### src/rtl/video_timing_pkg.sv
// -----------------------------------------------------------------------------
// video_timing_pkg
//   Shared types and default timing for the video timing generator.
//   - axis_state_t : per-axis segment state (SYNC -> BACK -> ACTIVE -> FRONT)
//   - DEF_*        : default 640x480@60 timing (800 x 525 totals)
// -----------------------------------------------------------------------------
package video_timing_pkg;

   typedef enum logic [1:0] {
      AX_SYNC   = 2'd0,
      AX_BACK   = 2'd1,
      AX_ACTIVE = 2'd2,
      AX_FRONT  = 2'd3
   } axis_state_t;

   localparam int DEF_H_SYNC   = 96;
   localparam int DEF_H_BACK   = 48;
   localparam int DEF_H_ACTIVE = 640;
   localparam int DEF_H_FRONT  = 16;
   localparam int DEF_V_SYNC   = 2;
   localparam int DEF_V_BACK   = 33;
   localparam int DEF_V_ACTIVE = 480;
   localparam int DEF_V_FRONT  = 10;
   localparam int DEF_CNT_W    = 12;

endpackage

### src/rtl/video_timing_axis.sv
// -----------------------------------------------------------------------------
// video_timing_axis
//   One timing axis: a position counter plus a SYNC/BACK/ACTIVE/FRONT state
//   register kept in lock-step with it. Instanced once per axis.
// Ports
//   clk      in   clock, rising edge
//   reset_n  in   asynchronous active-low reset (count 0, state SYNC)
//   clear    in   synchronous clear to count 0 / SYNC, wins over advance
//   advance  in   step the counter by one position
//   count    out  current position, 0..TOTAL-1
//   state    out  segment the current position lies in
//   wrap     out  advance while on the last position (count returns to 0)
// -----------------------------------------------------------------------------
module video_timing_axis
   import video_timing_pkg::*;
#(
   parameter int SYNC   = 1,
   parameter int BACK   = 1,
   parameter int ACTIVE = 1,
   parameter int FRONT  = 1,
   parameter int CNT_W  = 12
) (
   input  logic             clk,
   input  logic             reset_n,
   input  logic             clear,
   input  logic             advance,
   output logic [CNT_W-1:0] count,
   output axis_state_t      state,
   output logic             wrap
);

   localparam int TOTAL = SYNC + BACK + ACTIVE + FRONT;

   // Illegal timing is caught while elaborating rather than producing a
   // silently broken counter.
   if (SYNC < 1 || BACK < 1 || ACTIVE < 1 || FRONT < 1 || TOTAL > (2 ** CNT_W)) begin : g_bad_params
      $error("video_timing_axis: segment of zero length or total does not fit CNT_W");
   end

   // Last position of each segment; the state steps on the cycle that leaves it.
   localparam logic [CNT_W-1:0] END_SYNC   = CNT_W'(SYNC - 1);
   localparam logic [CNT_W-1:0] END_BACK   = CNT_W'(SYNC + BACK - 1);
   localparam logic [CNT_W-1:0] END_ACTIVE = CNT_W'(SYNC + BACK + ACTIVE - 1);
   localparam logic [CNT_W-1:0] END_FRONT  = CNT_W'(TOTAL - 1);

   logic [CNT_W-1:0] count_q, count_d;
   axis_state_t      state_q, state_d;

   assign wrap  = advance && (count_q == END_FRONT);
   assign count = count_q;
   assign state = state_q;

   always_comb begin
      count_d = count_q;
      state_d = state_q;
      if (clear) begin
         count_d = '0;
         state_d = AX_SYNC;
      end else if (advance) begin
         count_d = wrap ? '0 : count_q + CNT_W'(1);
         unique case (state_q)
            AX_SYNC:   if (count_q == END_SYNC)   state_d = AX_BACK;
            AX_BACK:   if (count_q == END_BACK)   state_d = AX_ACTIVE;
            AX_ACTIVE: if (count_q == END_ACTIVE) state_d = AX_FRONT;
            AX_FRONT:  if (wrap)                  state_d = AX_SYNC;
         endcase
      end
   end

   always_ff @(posedge clk or negedge reset_n) begin
      if (!reset_n) begin
         count_q <= '0;
         state_q <= AX_SYNC;
      end else begin
         count_q <= count_d;
         state_q <= state_d;
      end
   end

endmodule

### src/rtl/video_timing_generator.sv
// -----------------------------------------------------------------------------
// video_timing_generator
//   Parametrised raster timing: horizontal and vertical axis FSMs, sync
//   polarity, run/stop enable, line/frame start strobes. All outputs are
//   registered, so each output reflects the counters of the previous cycle.
//   in_reset_n is expected to be released synchronously to in_vga_clk by the
//   upstream reset conditioning.
// Build option
//   VIDEO_TIMING_COORD_EN : adds out_pixel_x / out_pixel_y (active-area
//                           coordinates, 0 outside the active area).
// Ports
//   in_vga_clk       in   pixel clock
//   in_reset_n       in   asynchronous active-low reset
//   in_enable        in   1 = run, 0 = hold at frame start with idle outputs
//   out_h_sync       out  horizontal sync, active level H_SYNC_POL
//   out_v_sync       out  vertical sync, active level V_SYNC_POL
//   out_blank_n      out  1 while both axes are in their active segment
//   out_line_start   out  strobe at h_count == 0
//   out_frame_start  out  strobe at h_count == 0 and v_count == 0
//   out_pixel_x/y    out  active-area column/row (VIDEO_TIMING_COORD_EN only)
// -----------------------------------------------------------------------------
module video_timing_generator
   import video_timing_pkg::*;
#(
   parameter int H_SYNC     = DEF_H_SYNC,
   parameter int H_BACK     = DEF_H_BACK,
   parameter int H_ACTIVE   = DEF_H_ACTIVE,
   parameter int H_FRONT    = DEF_H_FRONT,
   parameter int V_SYNC     = DEF_V_SYNC,
   parameter int V_BACK     = DEF_V_BACK,
   parameter int V_ACTIVE   = DEF_V_ACTIVE,
   parameter int V_FRONT    = DEF_V_FRONT,
   parameter bit H_SYNC_POL = 1'b0,
   parameter bit V_SYNC_POL = 1'b0,
   parameter int CNT_W      = DEF_CNT_W
) (
   input  logic             in_vga_clk,
   input  logic             in_reset_n,
   input  logic             in_enable,
   output logic             out_h_sync,
   output logic             out_v_sync,
   output logic             out_blank_n,
   output logic             out_line_start,
   output logic             out_frame_start
`ifdef VIDEO_TIMING_COORD_EN
   ,
   output logic [CNT_W-1:0] out_pixel_x,
   output logic [CNT_W-1:0] out_pixel_y
`endif
);

   logic [CNT_W-1:0] h_count, v_count;
   axis_state_t      h_state, v_state;
   logic             h_wrap;
   logic             v_wrap_unused;
   logic             clear;

   // Dropping enable forces both axes back to the frame origin, so a restart
   // never resumes a partial line.
   assign clear = !in_enable;

   video_timing_axis #(
      .SYNC   (H_SYNC),
      .BACK   (H_BACK),
      .ACTIVE (H_ACTIVE),
      .FRONT  (H_FRONT),
      .CNT_W  (CNT_W)
   ) u_h_axis (
      .clk     (in_vga_clk),
      .reset_n (in_reset_n),
      .clear   (clear),
      .advance (1'b1),
      .count   (h_count),
      .state   (h_state),
      .wrap    (h_wrap)
   );

   video_timing_axis #(
      .SYNC   (V_SYNC),
      .BACK   (V_BACK),
      .ACTIVE (V_ACTIVE),
      .FRONT  (V_FRONT),
      .CNT_W  (CNT_W)
   ) u_v_axis (
      .clk     (in_vga_clk),
      .reset_n (in_reset_n),
      .clear   (clear),
      .advance (h_wrap),
      .count   (v_count),
      .state   (v_state),
      .wrap    (v_wrap_unused)
   );

   logic h_sync_q, h_sync_d;
   logic v_sync_q, v_sync_d;
   logic blank_n_q, blank_n_d;
   logic line_start_q, line_start_d;
   logic frame_start_q, frame_start_d;
   logic active_area;

   assign active_area = (h_state == AX_ACTIVE) && (v_state == AX_ACTIVE);

   always_comb begin
      h_sync_d      = ~H_SYNC_POL;
      v_sync_d      = ~V_SYNC_POL;
      blank_n_d     = 1'b0;
      line_start_d  = 1'b0;
      frame_start_d = 1'b0;
      if (in_enable) begin
         h_sync_d      = (h_state == AX_SYNC) ? H_SYNC_POL : ~H_SYNC_POL;
         v_sync_d      = (v_state == AX_SYNC) ? V_SYNC_POL : ~V_SYNC_POL;
         blank_n_d     = active_area;
         line_start_d  = (h_count == '0);
         frame_start_d = (h_count == '0) && (v_count == '0);
      end
   end

   always_ff @(posedge in_vga_clk or negedge in_reset_n) begin
      if (!in_reset_n) begin
         h_sync_q      <= ~H_SYNC_POL;
         v_sync_q      <= ~V_SYNC_POL;
         blank_n_q     <= 1'b0;
         line_start_q  <= 1'b0;
         frame_start_q <= 1'b0;
      end else begin
         h_sync_q      <= h_sync_d;
         v_sync_q      <= v_sync_d;
         blank_n_q     <= blank_n_d;
         line_start_q  <= line_start_d;
         frame_start_q <= frame_start_d;
      end
   end

   assign out_h_sync      = h_sync_q;
   assign out_v_sync      = v_sync_q;
   assign out_blank_n     = blank_n_q;
   assign out_line_start  = line_start_q;
   assign out_frame_start = frame_start_q;

`ifdef VIDEO_TIMING_COORD_EN
   localparam logic [CNT_W-1:0] X_ORIGIN = CNT_W'(H_SYNC + H_BACK);
   localparam logic [CNT_W-1:0] Y_ORIGIN = CNT_W'(V_SYNC + V_BACK);

   logic [CNT_W-1:0] pixel_x_q, pixel_x_d;
   logic [CNT_W-1:0] pixel_y_q, pixel_y_d;

   // Coordinates follow blank_n exactly: zero whenever the beam is outside
   // the active area or the generator is stopped.
   always_comb begin
      pixel_x_d = '0;
      pixel_y_d = '0;
      if (in_enable && active_area) begin
         pixel_x_d = h_count - X_ORIGIN;
         pixel_y_d = v_count - Y_ORIGIN;
      end
   end

   always_ff @(posedge in_vga_clk or negedge in_reset_n) begin
      if (!in_reset_n) begin
         pixel_x_q <= '0;
         pixel_y_q <= '0;
      end else begin
         pixel_x_q <= pixel_x_d;
         pixel_y_q <= pixel_y_d;
      end
   end

   assign out_pixel_x = pixel_x_q;
   assign out_pixel_y = pixel_y_q;
`endif

endmodule

### config.mk
export PLATFORM = sky130hd
export DESIGN_NAME = video_timing_generator
export DESIGN_NICKNAME = d
export VERILOG_FILES = /design/src/rtl/video_timing_pkg.sv /design/src/rtl/video_timing_axis.sv /design/src/rtl/video_timing_generator.sv
export SDC_FILE = /design/constraint.sdc
export NUM_CORES = 1
export LEC_CHECK = 0
export ABC_CLOCK_PERIOD_IN_PS = 3900
export CAP_MARGIN = 0
export CORE_ASPECT_RATIO = 0.7
export CORE_MARGIN = 5
export CORE_UTILIZATION = 55
export DETAILED_ROUTE_END_ITERATION = 8
export GPL_TIMING_DRIVEN = 0
export HOLD_SLACK_MARGIN = 0.08
export PLACE_DENSITY = 0.73
export SYNTH_ARGS = -nofsm -noshare
export SYNTH_HDL_FRONTEND = slang
export SYNTH_HIERARCHICAL = 1
export SYNTH_SLANG_ARGS = --single-unit
### constraint.sdc
create_clock -name in_vga_clk -period 3.9 [get_ports in_vga_clk]
set_input_delay 0.39 -clock in_vga_clk [delete_from_list [all_inputs] [get_ports in_vga_clk]]
set_output_delay 0.39 -clock in_vga_clk [all_outputs]
set_load 0.005 [all_outputs]
==> metrics.cfg <==
[routing]
viasPerCell=5.742
first_pass_iters=5
drt.antenna.violating_nets=0
detailroute.via_count=1602
detailedRoute.firstIterationViolations=187
drt_drc_violations_left=0
postRouteWirelength_um=4182
wire_per_inst_um=14.99

[cells_and_area]
antennaDiodeCount=0
final_net_count=245
seqCellArea_um2=828.3
drive_above_1_share=0.1485
footprint_of_the_multi_input_gates_um2=1116
area.growth.synth_to_final_pct=10.47
fillers=313

[clocking]
tritoncts_clock_tree=built
post_cts_buffers=0
num_clock_sinks=33
clockBufferDepth=2
cts-buffers-inserted=5
clkSlewWorstSetupHoldPaths_ps=70
cts_resized=0
holdBufCountCts=0
h-tree-depth=2
clockRootBuffer=sky130_fd_sc_hd__clkbuf_8
insertion_delay_ps=280

[pwr]
relative_contribution_of_combinational_cells_to_total_power=0.059
p_leak_nw=0.9291
power.density_nw_per_um2=284.5
power_switching_share=0.2168
internal_power_of_the_cells_mw=0.5032
totalPowerFinal_mw=0.6425
switching_power_mw=0.1393
max-vdd-ir-drop_v=0.0002505
clock_power_share=0.395
power.sequential.fraction=0.546

[sta]
fin_crit_ps=2849
worstMarginPinSlew_ps=730.6
skew_ps=4.697
rsz0062_at_grt=false
timing_max_transition_violations_final=0
final-hold-violation-count=0
fmax_mhz=351.0
setup_total_negative_slack_ps=0
maxSlewHeadroom=0.5130
final-setup-viol-count=0
post-route-period-util=0.7305

[critical_path]
regToRegSetupSlack_ps=1050
worst-endpoint-required_ps=4070
worst-endpoint-arrival_ps=3010
worst_setup_path_end_kind=flip-flop
crit_fanout=9
critical_path_class=flip-flop to flip-flop
cp-start-kind=flip-flop

[place]
detailed_place_hpwl_um=3064
placement.io_buffers=7
gp_routability_congestion=0.9199

[global_routing]
grtUsageTotal=0.1808
grt_overflow_total=0
grt_max_degree=34
grt_pass1_vias=1513
wire_length_of_the_first_global_routing_pass_um=7265
grt_antenna_before_repair=0

[status]
status=finished, final reports clean

[floorplanning]
core_region_area_um2=3558
row_count=18
fp.dieH_um=61.01
die_width_um=82.87
start_util=0.5745
die_area_um2=5056
ios=8

[min_path]
class_of_the_most_critical_hold_timing_path=primary input to asynchronous set/reset pin

[synth]
netlist_instances=215
yosysWarnings=6
synthesis.nets=231
synth_area_um2=2044
avgSynthCellArea_um2=9.509

[run]
maxCapViolCount=0

-- flip-flops by register name, indices dropped and copies added, names as in the netlist --
signal / flops
u_v_axis/state: 2
out_blank_n: 1
u_v_axis/count: 12
out_v_sync: 1
u_h_axis/count: 12
u_h_axis/state: 2
out_line_start: 1
out_frame_start: 1
out_h_sync: 1
-- path summary, 6_finish.rpt --
path,cells after the start,startpoint,end
max,9,u_h_axis/count[6],u_v_axis/count[2]
min,1,in_reset_n,u_h_axis/count[10]
max reg2reg,9,u_h_axis/count[6],u_v_axis/count[2]
min reg2reg,1,u_h_axis/state[0],out_blank_n
max in group asynchronous,1,in_reset_n,u_v_axis/state[0]
min in group in_vga_clk,1,u_h_axis/state[0],out_blank_n
-- per-layer routing --
metal / share of wire / track usage / wire length, µm
met5: 0 / 0 / 0
met4: 0.0074 / 0.04895 / 31
met2: 0.42 / 0.2614 / 1752
met3: 0.076 / 0.04412 / 317
met1: 0.50 / 0.2719 / 2081
-- critical path, cell delays in order, from the launching register on --
cell and delay, ps:
sky130_fd_sc_hd__dfrtp_1 460, sky130_fd_sc_hd__or4_1 550, sky130_fd_sc_hd__or4_1 510, sky130_fd_sc_hd__buf_2 180, sky130_fd_sc_hd__inv_1 190, sky130_fd_sc_hd__nand4_1 160, sky130_fd_sc_hd__or3_4 390, sky130_fd_sc_hd__nand2b_2 100
sky130_fd_sc_hd__buf_8 150, sky130_fd_sc_hd__nor2_2 50
-- layout make-up --
class	instances	share of cell area
Buffer	7	0.01939
Clock buffer	7	0.03823
Inverter	15	0.02493
Multi-Input combinational cell	160	0.4942
Sequential cell	33	0.3668
Tap cell	50	0.02770
Timing Repair Buffer	7	0.02881
-- layout by cell type, fill, tap and decap left out, types with 3 or more instances in the layout --
cell / count
sky130_fd_sc_hd__dfrtp_1: 31
sky130_fd_sc_hd__nor2_1: 18
sky130_fd_sc_hd__inv_1: 15
sky130_fd_sc_hd__ha_1: 13
sky130_fd_sc_hd__nand2_1: 12
sky130_fd_sc_hd__xnor2_1: 10
sky130_fd_sc_hd__nor4_1: 9
sky130_fd_sc_hd__nand3_1: 9
sky130_fd_sc_hd__nor2_2: 9
sky130_fd_sc_hd__a21oi_1: 7
sky130_fd_sc_hd__nor3_1: 7
sky130_fd_sc_hd__clkbuf_8: 6
sky130_fd_sc_hd__clkdlybuf4s50_1: 6
sky130_fd_sc_hd__xor2_1: 6
sky130_fd_sc_hd__nand4_1: 6
sky130_fd_sc_hd__or3_1: 5
sky130_fd_sc_hd__or4_1: 5
sky130_fd_sc_hd__nand2b_1: 5
sky130_fd_sc_hd__clkbuf_1: 3
sky130_fd_sc_hd__buf_2: 3
sky130_fd_sc_hd__o21ai_0: 3
sky130_fd_sc_hd__o31ai_1: 3
sky130_fd_sc_hd__mux2i_1: 3
sky130_fd_sc_hd__or2b_2: 3
-- per-stage QoR --
step                      setup slack [ps]  instance area [µm²]  hold slack [ps]  instances  utilization
after floorplan                       1337                 2044            94.41        215            -
after global placement                1129                 2177            519.4        272       0.6118
after detailed placement              1103                 2172            499.8        272       0.6104
after CTS                             1079                 2258            201.5        279       0.6347
after global routing                 891.0                 2258            252.7        279       0.6347
final                                 1051                 2258            169.7        279       0.6347
-- power by group through the flow --
| stage | logic (mW) | registers (mW) | clock network, mW |
|---|---|---|---|
| after global placement | 0.0372 | 0.357 | 0 |
| final | 0.0376 | 0.351 | 0.254 |
| after global routing | 0.0428 | 0.351 | 0.277 |
| after floorplan | 0.0184 | 0.357 | 0 |
| after detailed placement | 0.0375 | 0.357 | 0 |
| after CTS | 0.0377 | 0.351 | 0.265 |
Note: power is estimated with default switching activity, not from simulation.
